File: src/rtl/dmem_lsu.sv
// Load/store unit between the execute stage and a 1-cycle synchronous, byte-writable data RAM.
// One request in flight; loads are lane-extracted and extended, misaligned accesses return an error.
module dmem_lsu #(
  parameter int unsigned AW = 10
) (
  input  logic          clk,
  input  logic          reset_n,
  input  logic          req_valid,
  output logic          req_ready,
  input  logic          req_we,
  input  logic [1:0]    req_size,
  input  logic          req_unsigned,
  input  logic [31:0]   req_addr,
  input  logic [31:0]   req_wdata,
  output logic          rsp_valid,
  input  logic          rsp_ready,
  output logic [31:0]   rsp_rdata,
  output logic          rsp_err,
  output logic          mem_ce,
  output logic          mem_oce,
  output logic          mem_wre,
  output logic [3:0]    mem_wen,
  output logic [AW-1:0] mem_ad,
  output logic [31:0]   mem_din,
  input  logic [31:0]   mem_dout
);

  typedef enum logic [1:0] {
    IDLE = 2'd0,
    READ = 2'd1,
    RESP = 2'd2
  } state_t;

  state_t      state;
  logic [1:0]  lat_addr;
  logic [1:0]  lat_size;
  logic        lat_unsigned;

  logic        accept_c;
  logic        err_c;
  logic [7:0]  byte_c;
  logic [15:0] half_c;
  logic [31:0] load_data_c;
  logic        unused_addr_c;

  // Upper address bits fall outside the RAM and wrap.
  assign unused_addr_c = ^req_addr[31:AW+2];

  assign req_ready = (state == IDLE);
  assign mem_oce   = 1'b1;
  assign accept_c  = req_valid && req_ready && reset_n;

  always_comb begin
    err_c = 1'b0;
    unique case (req_size)
      2'd1:    err_c = req_addr[0];
      2'd2:    err_c = (req_addr[1:0] != 2'b00);
      2'd3:    err_c = 1'b1;
      default: err_c = 1'b0;
    endcase
  end

  // RAM strobes are driven straight from the request in the accept cycle.
  always_comb begin
    mem_ce  = 1'b0;
    mem_wre = 1'b0;
    mem_wen = 4'b0000;
    mem_ad  = '0;
    mem_din = 32'h0;
    if (accept_c && !err_c) begin
      mem_ce  = 1'b1;
      mem_wre = req_we;
      mem_ad  = req_addr[AW+1:2];
      if (req_we) begin
        unique case (req_size)
          2'd0: begin
            mem_wen = 4'b0001 << req_addr[1:0];
            mem_din = {4{req_wdata[7:0]}};
          end
          2'd1: begin
            mem_wen = req_addr[1] ? 4'b1100 : 4'b0011;
            mem_din = {2{req_wdata[15:0]}};
          end
          2'd2: begin
            mem_wen = 4'b1111;
            mem_din = req_wdata;
          end
          default: begin
            mem_wen = 4'b0000;
            mem_din = 32'h0;
          end
        endcase
      end
    end
  end

  // Pick the addressed lane of the read word and extend it.
  always_comb begin
    byte_c      = 8'h00;
    half_c      = 16'h0000;
    load_data_c = 32'h0;
    unique case (lat_addr)
      2'd0: byte_c = mem_dout[7:0];
      2'd1: byte_c = mem_dout[15:8];
      2'd2: byte_c = mem_dout[23:16];
      2'd3: byte_c = mem_dout[31:24];
      default: byte_c = 8'h00;
    endcase
    half_c = lat_addr[1] ? mem_dout[31:16] : mem_dout[15:0];
    unique case (lat_size)
      2'd0: load_data_c = lat_unsigned ? {24'h0, byte_c} : {{24{byte_c[7]}}, byte_c};
      2'd1: load_data_c = lat_unsigned ? {16'h0, half_c} : {{16{half_c[15]}}, half_c};
      2'd2: load_data_c = mem_dout;
      default: load_data_c = 32'h0;
    endcase
  end

  always_ff @(posedge clk or negedge reset_n) begin
    if (!reset_n) begin
      state        <= IDLE;
      rsp_valid    <= 1'b0;
      rsp_err      <= 1'b0;
      rsp_rdata    <= 32'h0;
      lat_addr     <= 2'b00;
      lat_size     <= 2'b00;
      lat_unsigned <= 1'b0;
    end else begin
      unique case (state)
        IDLE: begin
          if (accept_c) begin
            if (err_c || req_we) begin
              state     <= RESP;
              rsp_valid <= 1'b1;
              rsp_err   <= err_c;
              rsp_rdata <= 32'h0;
            end else begin
              state        <= READ;
              lat_addr     <= req_addr[1:0];
              lat_size     <= req_size;
              lat_unsigned <= req_unsigned;
            end
          end
        end
        READ: begin
          state     <= RESP;
          rsp_valid <= 1'b1;
          rsp_err   <= 1'b0;
          rsp_rdata <= load_data_c;
        end
        RESP: begin
          if (rsp_ready) begin
            state     <= IDLE;
            rsp_valid <= 1'b0;
          end
        end
        default: begin
          state     <= IDLE;
          rsp_valid <= 1'b0;
        end
      endcase
    end
  end

endmodule

File: config.mk
export PLATFORM = sky130hd
export DESIGN_NAME = dmem_lsu
export DESIGN_NICKNAME = d
export VERILOG_FILES = /design/src/rtl/dmem_lsu.sv
export SDC_FILE = /design/constraint.sdc
export NUM_CORES = 1
export LEC_CHECK = 0
export ABC_AREA = 1
export ABC_CLOCK_PERIOD_IN_PS = 4550
export BUFFER_PORTS_ARGS = -buffer_cell sky130_fd_sc_hd__buf_2
export CAP_MARGIN = 20
export CORE_AREA = 2 2 83 85
export CTS_BUF_LIST = sky130_fd_sc_hd__clkbuf_4 sky130_fd_sc_hd__clkbuf_8
export DETAILED_ROUTE_END_ITERATION = 16
export DIE_AREA = 0 0 85 87
export HOLD_SLACK_MARGIN = 0.06
export PLACE_DENSITY = 0.93
export SLEW_MARGIN = 20
export SYNTH_ARGS = -nofsm -noshare
export SYNTH_HDL_FRONTEND = slang
export SYNTH_SLANG_ARGS = --single-unit
export TNS_END_PERCENT = 30
File: constraint.sdc
create_clock -name clk -period 4.55 [get_ports clk]
set_clock_uncertainty 0.05 [all_clocks]
set_input_delay 1.365 -clock clk [delete_from_list [all_inputs] [get_ports clk]]
set_output_delay 1.365 -clock clk [all_outputs]
set_load 0.03 [all_outputs]
* Word level (Yosys, flattened, before mapping)
Cells that the tools add are included.
Operators by class: eq/ne operators 13, shifts and indexed selects 1, multiplexer cells 30, bitwise logic cells 1, reductions and logical operators 15
Operators by type and width (number):
- $mux 32 | 6
- $pmux 32 s3 | 2
- $pmux 32 s2 | 1
- $pmux 8 s4 | 1
- $mux 16 | 1
- $eq 2x2->1 const B | 6
- $mux 4 | 3
- $pmux 4 s3 | 1
- $mux 10 | 1
- $reduce_and 3->1 | 3
- $eq 2x1->1 const B | 4
- $logic_not 2->1 | 4
- $mux 1 | 7
- $mux 2 | 3
- $pmux 1 s3 | 2
- $pmux 2 s3 | 1
- $ne 2x1->1 const B | 2
- $reduce_bool 2->1 | 2
- $shl 1x2->4 const A | 1
- $logic_and 1x1->1 | 3
- $ne 2x2->1 const B | 1
- $pmux 1 s2 | 1
- $reduce_and 2->1 | 1
- $logic_not 1->1 | 1
- 2 further kinds | 2
Word-level totals: flip-flop bits (word level) 41, input port bits 104, output and inout port bits 84, word-level logic and storage cells 67

* Longest topological paths before layout
Gate-level depths: netlist (run 1).
depth after elaboration 6, gate-level depth with buffers 10, mapped depth without buffers 9

* Worst setup path before layout (run 1)
OpenSTA, ideal clock, no wires.
path type input to output, start in req_size[0], end out mem_din[23], arrival time 2779 ps, required time 3135 ps, path slack 356 ps, stages 7, path buffers 0, path through inv_2 > nand2_2 > nand2_2 > nand2_1 > nor2_4 > nand2_4 > o21ai_0
On the way: longest elaborated chain between the ends 5, elaborated cells on any way between the ends 10, classes of those cells 3 x eq/ne; 4 x mux; 3 x reduce/logical
RTL lines:
- start: declaration | RTL line 11 | input logic [1:0] req_size,
- $eq 2x2->1, or another cell as far along | RTL line 55 | unique case (req_size)
- $pmux 1 s3 | RTL line 55
- $logic_not 1->1 | RTL line 70 | if (accept_c && !err_c) begin
- $logic_and 1x1->1 | RTL line 70
- $mux 32 * | RTL line 70
- end: declaration | RTL line 24 | output logic [31:0] mem_din,
Mark *: on every way between the ends. The rest lies on a longest branch, timed or not.

* Worst setup path after layout (run 1)
start in req_size[0], end out mem_din[27]
The elaborated chain is that of the path after synthesis.

==> results of run 1 <==
==> critical path, cell delays in order <==
cell,delay (ps)
buf_2,120
o21ai_1,230
nand2_1,160
nor2_4,170
nand2_4,220
a31oi_1,260
buf_2,230
==> through the flow <==
stage          instance area (um2)  cells  utilization (%)
6_report                      3970    745            60.44
5_1_grt                       3970    745            60.44
4_1_cts                       3970    745            60.44
3_5_place_dp                  3880    738            59.07
3_3_place_gp                  3880    738            59.07
2_1_floorplan                 3068    510                -
==> worst paths after layout <==
| check | slack, ps | depth (start not counted) | end |
|---|---|---|---|
| min in group asynchronous | 1120 | 2 | rsp_rdata[12]$_DFFE_PN0P_ |
| setup reg to reg | 2510 | 9 | rsp_rdata[20]$_DFFE_PN0P_ |
| max in group asynchronous | 2960 | 2 | rsp_rdata[8]$_DFFE_PN0P_ |
| hold reg to reg | 420 | 2 | rsp_rdata[2]$_DFFE_PN0P_ |
| setup / recovery | 370 | 7 | mem_din[27] |
| hold / removal | 420 | 2 | rsp_rdata[2]$_DFFE_PN0P_ |
==> routing by layer <==
metal / vias up / routed length, um
met1: 1636 / 3516
li1: 1860 / -
met5: - / 0
met4: 0 / 245
met2: 193 / 4641
met3: 25 / 739
==> power breakdown <==
part / leakage (nW) / switching, mW / internal [mW]
registers: 0.554 / 0.0536 / 0.418
clock network: 0.0477 / 0.119 / 0.126
logic: 2.03 / 0.432 / 0.200
total: 2.63 / 0.605 / 0.744
==> cells in the final DEF (no fill, tap or decap) <==
cell type    n
nand2_1    285
buf_2      166
inv_1       48
dfrtp_1     41
nor2_1      27
a21oi_1     21
nand3_1     15
inv_2        9
a22oi_1      9
a31oi_1      8
o21ai_0      7
clkbuf_8     6
buf_4        3
nand2_2      2
nor2_4       2
nand3_2      2
o21ai_1      1
nand2_4      1
a31oi_2      1
nand4_1      1
o21bai_1     1
a21oi_2      1
nor2_8       1
nand3_4      1
nor2_2       1
a21oi_4      1
nor3_1       1
o21a_1       1
conb_1       1
clkbuf_4     1
==> layout make-up <==
| cell class | count | area [um2] | area share, % |
|---|---|---|---|
| Multi-Input combinational cell | 391 | 1687 | 42.48 |
| Tap cell | 80 | 100.1 | 2.521 |
| Timing Repair Buffer | 169 | 853.3 | 21.49 |
| Clock buffer | 7 | 90.09 | 2.269 |
| Sequential cell | 41 | 1026 | 25.84 |
| Inverter | 57 | 214.0 | 5.389 |
==> sequential cells by signal, indices dropped and copies added, names as in the netlist <==
signal        count
rsp_err           1
lat_addr          2
lat_size          2
lat_unsigned      1
state             2
rsp_rdata        32
rsp_valid         1
==> cell families after synthesis <==
| logic type | share of synthesized area [%] |
|---|---|
| buffers and inverters | 11.58 |
| other | 0.1222 |
| flip-flops | 33.44 |
| AO/OA/AOI/OAI | 10.28 |
| AND/OR/NAND/NOR | 44.58 |
==> impl_metrics.ini, run 1 <==
[clock_network]
cts_sinks = 41
cts_buffers = 5
clk_latency_ps = 290
cts_max_level = 2
cts_resized = 0
cts.clk_slew.worst_paths_ps = 70
max-clock-path-buffers = 2
ctsRootBufferMaster = clkbuf_8
hold_buffers = 0
cts_setup_buffers = 0
cts_tree = yes

[synth]
synth_edf_count = 0
synthTopCellsByCount = 285 x nand2_1, 48 x inv_1, 41 x dfrtp_1
synth.distinct_cells = 30
yosysWarnings = 0
syn_nets = 614
ys_seq_area_share_pct = 33.44
synth_seq_cells = 41
synth_top_area_cell = nand2_1
syn_area_um2 = 3068
async_flop_share_pct = 100.0
synthFlopType = dfrtp_1
synthTopCellsByArea = nand2_1 35%, dfrtp_1 33%, inv_1 5.9%, a21oi_1 3.4%, nor2_1 3.3%
yosys.cell_count.top_type = nand2_1
post_synth.cell_area_avg_um2 = 6.016
synth.top_cell.area_share_pct = 34.87
postSynthCellCount = 510

[die]
placeableCoreArea_um2 = 6569
ios = 188
design.die.area_um2 = 7395
row_count = 30
start_util_pct = 46.70
chipWidth_um = 85
die_y_um = 87

[global_route]
first_global_vias = 3408
grtUsageMet2_pct = 45.10
use_met1_pct = 27.84
busiest_layer = met2
grt.total_usage_pct = 24.26
use_met3_pct = 3.791
grt_max_degree = 42
grt_antenna_before_repair = 0
grt-ovfl-total = 0
grt_pass1_wl_mm = 14.72

[drt]
drtIter0Drc = 290
num_vias = 3714
wl_per_cell_um = 12.27
drt-total-wl_mm = 9.141
drc = 0
detail_route.vias_per_cell = 4.985
ant_nets = 0
dr.pass1.iters = 5

[min_path]
hold_path.class = reg -> reg
hp-start = rsp_rdata[2]$_DFFE_PN0P_

[setup_path]
cp.arrival_ps = 2770
cp-end-kind = output pin
startpoint = req_size[0]
path_max_fanout = 37
path_class = in -> out
r2r_start = lat_addr[1]$_DFFE_PN0P_
critPathLaunchType = input port
required_ps = 3130

[pwr]
power_density_nw_per_um2 = 339.8
ir_worst_vdd_mv = 0.1989
p_leak_nw = 2.631
finalPower_mw = 1.349

[timing]
hold_violations = 0
tns_ps = 0
fmax_ghz = 0.2391
min_period_ps = 4182
fin_crit_sh_pct = 91.92
rsz0062_at_grt = no
worst_pin_slew_ps = 838.4
setup_viol = 0
finalWorstSetupSlack_ps = 367.8
holdWs_ps = 424.3
finalMaxSlewViolations = 0
relSlewSlack_pct = 43.98

[placement]
place_hpwl_mm = 7.116
place_congestion = 0.8803
pre_cts_ws_ps = 363.7
portBuffers = 166

[run]
maxCapViolations = 0

[layout]
fill_cells = 625
nets = 769
final_layout_size_suffix_gt1_share_pct = 29.77
syn2layout_area_growth_pct = 29.40
num_antenna_cells = 0

[outcome]
status = complete, no violations
Note: power is estimated with default switching activity, not from simulation.
==> run 2: changes to the inputs <==
Settings changed: CORE_AREA 2 2 83 85 to 2 2 99 72, DIE_AREA 0 0 85 87 to 0 0 101 74.
==> run 2 against run 1 <==
  * First-iteration DRC count is 22% lower
  * Routed wire length rose by 2.3%
  * Fmax grew 1.1%
  * Sequential power hardly changed
  * Highest routed layer is now met5
  * Power is 0.34% lower
  * Combinational power barely moved
==> impl_metrics.ini, run 2 (synthesized netlist as in run 1, its figures left out) <==
[layout]
num_antenna_cells = 0
final_common_cell = nand2_1
top_register = rsp_rdata
final_layout_size_suffix_gt1_share_pct = 29.88
final_area_um2 = 3968
final_cell_mix = 285 x nand2_1, 166 x buf_2, 48 x inv_1, 41 x dfrtp_1, 27 x nor2_1
syn2layout_area_growth_pct = 29.32
nets = 769
largest_reg_flops = 32

[die]
design.die.area_um2 = 7474
row_count = 25
start_util_pct = 46.70
chipWidth_um = 101
ios = 188
placeableCoreArea_um2 = 6569
die_y_um = 74

[setup_path]
cp.arrival_ps = 2720
path_max_fanout = 8
required_ps = 3130
critPathLaunchType = input port
path_class = in -> out
cp-end-kind = output pin
crit_chain = buf_2 -> inv_2 -> nand2_2 -> inv_2 -> nor2_1 -> nand2_1 -> a21oi_1 -> buf_2
path_buf_inv = 4
crit_slowest_cell = nor2_1
crit_family = simple AND/OR/NAND/NOR gates
slowest_delay_ps = 470

[timing]
fmax_ghz = 0.2417
holdWs_ps = 425.6
hold_violations = 0
worst_pin_slew_ps = 838.9
relSlewSlack_pct = 43.95
rsz0062_at_grt = no
finalMaxSlewViolations = 0
min_period_ps = 4138
finalWorstSetupSlack_ps = 411.8
tns_ps = 0
fin_crit_sh_pct = 90.95
setup_viol = 0

[placement]
place_congestion = 0.8441
place_area_um2 = 3881
place_hpwl_mm = 7.150
pre_cts_ws_ps = 415.9
portBuffers = 166

[drt]
wl_per_cell_um = 12.51
ant_nets = 0
drt-total-wl_mm = 9.347
drtIter0Drc = 225
num_vias = 3754
detail_route.vias_per_cell = 5.025
dr.pass1.iters = 5
drc = 0

[clock_network]
cts_resized = 0
cts_buffers = 5
hold_buffers = 0
cts.clk_slew.worst_paths_ps = 80
cts_setup_buffers = 0
cts_max_level = 2
cts_tree = yes
cts_sinks = 41
clk_latency_ps = 290
ctsRootBufferMaster = clkbuf_8
max-clock-path-buffers = 2

[run]
maxCapViolations = 0

[global_route]
first_global_vias = 3243
grt-ovfl-total = 0
grt_max_degree = 42
grt_pass1_wl_mm = 14.41
grt_antenna_before_repair = 1
grt.total_usage_pct = 24.21

[pwr]
power_density_nw_per_um2 = 338.8
p_leak_nw = 2.632
ir_worst_vdd_mv = 0.1658

[min_path]
hold_path.class = reg -> reg

[outcome]
status = complete, no violations
==> run 2: cell types whose count changed in the layout (fill, tap and decap cells not counted), sizes merged <==
cell / before / now
clkbuf: 7 / 6
clkinv: 0 / 2
==> run 2: worst paths after layout <==
path	slack (ps)	start	end	depth (start not counted)
max	410	req_size[0]	mem_din[13]	8
min	430	rsp_rdata[23]$_DFFE_PN0P_	rsp_rdata[23]$_DFFE_PN0P_	2
max reg2reg	2420	lat_addr[1]$_DFFE_PN0P_	rsp_rdata[16]$_DFFE_PN0P_	9
min reg2reg	430	rsp_rdata[23]$_DFFE_PN0P_	rsp_rdata[23]$_DFFE_PN0P_	2
max in group asynchronous	2950	reset_n	lat_addr[0]$_DFFE_PN0P_	2
min in group asynchronous	1130	reset_n	rsp_rdata[29]$_DFFE_PN0P_	2
==> run 2: per-stage QoR <==
stage          total power [mW]  instances  util, %
6_report                  1.344        747    60.40
5_1_grt                   1.457        747    60.40
4_1_cts                   1.346        747    60.40
3_5_place_dp              1.105        739    59.09
3_3_place_gp              1.086        739    59.09
2_1_floorplan            0.9472        510        -
==> run 2: tightest hold or removal path, cell delays in order, from the launching register on <==
cell	delay, ps
dfrtp_1	340
nand2_1	50
nand2_1	50
==> run 2: final cells by class <==
cell class              instances  area [um2]
clock inverters                 2       10.01
repair buffers                169       853.3
well taps                      81       101.3
multi-input cells             391        1687
inverters                      57       214.0
fillers                       640        2601
clock buffers                   6       76.32
flip-flops and latches         41        1026
==> run 2: metal layers <==
layer | routed length [um] | GRT usage (%) | vias up
met4 | 82 | 4.955 | 2
met2 | 4318 | 39.93 | 157
met5 | 11 | 0 | -
met1 | 4164 | 32.78 | 1719
li1 | - | - | 1866
met3 | 771 | 6.203 | 10
==> run 2: report_power, final <==
group | internal [mW] | switching, mW
logic | 0.200 | 0.429
registers | 0.418 | 0.0565
clock network | 0.112 | 0.128
total | 0.730 | 0.614
==> run 3: changes to the inputs <==
Settings changed: CELL_PAD_IN_SITES_DETAIL_PLACEMENT set to 1, CELL_PAD_IN_SITES_GLOBAL_PLACEMENT set to 1, CORE_AREA 2 2 99 72 to 2 2 122 89, DIE_AREA 0 0 101 74 to 0 0 124 91, PLACE_DENSITY 0.93 to 0.94.
==> run 3 against run 2 <==
  * Fmax shrank 1.3%
  * Setup slack worse by 53 ps
  * Non-clock buffer count is the same
  * Global-route usage shrank 3.3 points
  * Count of clock-buffer cells in the layout rose by 1
  * Cell count increased by 6.8%
  * Sequential share of layout area down 0.50 points
  * Largest power group unchanged
==> impl_metrics.ini, run 3 (synthesized netlist as in run 1, its figures left out) <==
[outcome]
status = complete, no violations

[layout]
final_cell_mix = 285 x nand2_1, 166 x buf_2, 48 x inv_1, 41 x dfrtp_1, 27 x nor2_1
top_register = rsp_rdata
fill_cells = 1428
num_antenna_cells = 0
seqCellArea_um2 = 1026
final_layout_size_suffix_gt1_share_pct = 29.88
syn2layout_area_growth_pct = 31.89
final_common_cell = nand2_1
largest_reg_flops = 32
final_area_um2 = 4046
multi_input_area_um2 = 1687
nets = 769

[pwr]
ir_worst_vdd_mv = 0.1285
power_density_nw_per_um2 = 346.4
p_leak_nw = 2.638
finalPower_mw = 1.402

[drt]
wl_per_cell_um = 14.40
drtIter0Drc = 222
dr.pass1.iters = 4
drc = 0
num_vias = 3741
detail_route.vias_per_cell = 4.688
ant_nets = 0
drt-total-wl_mm = 11.50

[timing]
setup_viol = 0
holdWs_ps = 430.6
finalWorstSetupSlack_ps = 358.5
worst_pin_slew_ps = 850.7
tns_ps = 0
relSlewSlack_pct = 43.16
rsz0062_at_grt = no
finalMaxSlewViolations = 0
min_period_ps = 4191
fmax_ghz = 0.2386
fin_crit_sh_pct = 92.12
hold_violations = 0

[min_path]
hold_path_depth = 2
hold_path.class = reg -> reg

[run]
maxCapViolations = 0

[setup_path]
path_max_fanout = 8
crit_chain = buf_2 -> inv_2 -> nand2_2 -> inv_2 -> nor2_1 -> nand2_1 -> a21oi_1 -> buf_2
cp-end-kind = output pin
crit_family = simple AND/OR/NAND/NOR gates
slowest_delay_ps = 480
cp.arrival_ps = 2780
worst-r2r-cell-count = 9
path_class = in -> out
required_ps = 3130
critPathLaunchType = input port
path_buf_inv = 4
cp.depth = 8
crit_slowest_cell = nor2_1

[clock_network]
cts_max_level = 2
hold_buffers = 0
cts_setup_buffers = 0
max-clock-path-buffers = 2
cts_tree = yes
clk_latency_ps = 290
cts.clk_slew.worst_paths_ps = 80
cts_resized = 0
ctsRootBufferMaster = clkbuf_8
cts_sinks = 41
cts_buffers = 5

[placement]
portBuffers = 166
place_hpwl_mm = 9.025
pre_cts_ws_ps = 364.5
place_congestion = 0.8237
place_area_um2 = 3945

[global_route]
grt_max_degree = 42
grt_antenna_before_repair = 1
first_global_vias = 4061
grt-ovfl-total = 0
grt.total_usage_pct = 20.94
grt_pass1_wl_mm = 19.05

[die]
row_count = 31
design.die.area_um2 = 11280
ios = 188
chipWidth_um = 124
start_util_pct = 30.42
placeableCoreArea_um2 = 10080
die_y_um = 91
[run 3: cell count changes in the layout (fill, tap and decap cells not counted)]
cell	change
clkinv_2	-1
clkbuf_4	-1
clkbuf_8	+2
[run 3: final timing paths]
| path | from | endpoint | slack, ps |
|---|---|---|---|
| setup reg to reg | lat_addr[1]$_DFFE_PN0P_ | rsp_rdata[22]$_DFFE_PN0P_ | 2390 |
| max in group asynchronous | reset_n | rsp_rdata[5]$_DFFE_PN0P_ | 2920 |
| min in group asynchronous | reset_n | rsp_rdata[25]$_DFFE_PN0P_ | 1160 |
| setup / recovery | req_size[0] | mem_din[14] | 360 |
| hold / removal | rsp_rdata[0]$_DFFE_PN0P_ | rsp_rdata[0]$_DFFE_PN0P_ | 430 |
| hold reg to reg | rsp_rdata[0]$_DFFE_PN0P_ | rsp_rdata[0]$_DFFE_PN0P_ | 430 |
[run 3: worst register-to-register path, cell delays in order, from the launching register on]
cell and delay [ps]:
dfrtp_1 800, inv_1 440, nand2_1 140, nand2_1 110, nand3_4 180, nand2_1 90, inv_1 60, nand2_1 50
nand2_1 90, nand2_1 60
[run 3: cell type report]
cell class | instances | share of cell area (%)
sequential | 41 | 25.36
inverter | 57 | 5.288
clock buffer | 7 | 2.381
tap | 132 | 4.082
clock inverter | 1 | 0.1237
timing repair buffer | 169 | 21.09
multi-input combinational | 391 | 41.68
[run 3: per-stage QoR]
stage          instances  util (%)
2_1_floorplan        510         -
3_3_place_gp         790     39.12
3_5_place_dp         790     39.12
4_1_cts              798     40.12
5_1_grt              798     40.12
6_report             798     40.12
[run 3: report_power, final]
| group | total, mW | internal [mW] | switching [mW] |
|---|---|---|---|
| sequential | 0.477 | 0.418 | 0.0593 |
| combinational | 0.652 | 0.200 | 0.452 |
| clock | 0.273 | 0.137 | 0.136 |
[run 3: layer usage]
metal | wire, um | part of all wire (%) | GRT usage [%] | up-vias
li1 | - | - | - | 1861
met1 | 4924 | 43 | 25.51 | 1743
met2 | 5651 | 49 | 36.13 | 112
met3 | 697 | 6.1 | 5.339 | 23
met4 | 208 | 1.8 | 6.180 | 2
met5 | 13 | 0.11 | 0 | -
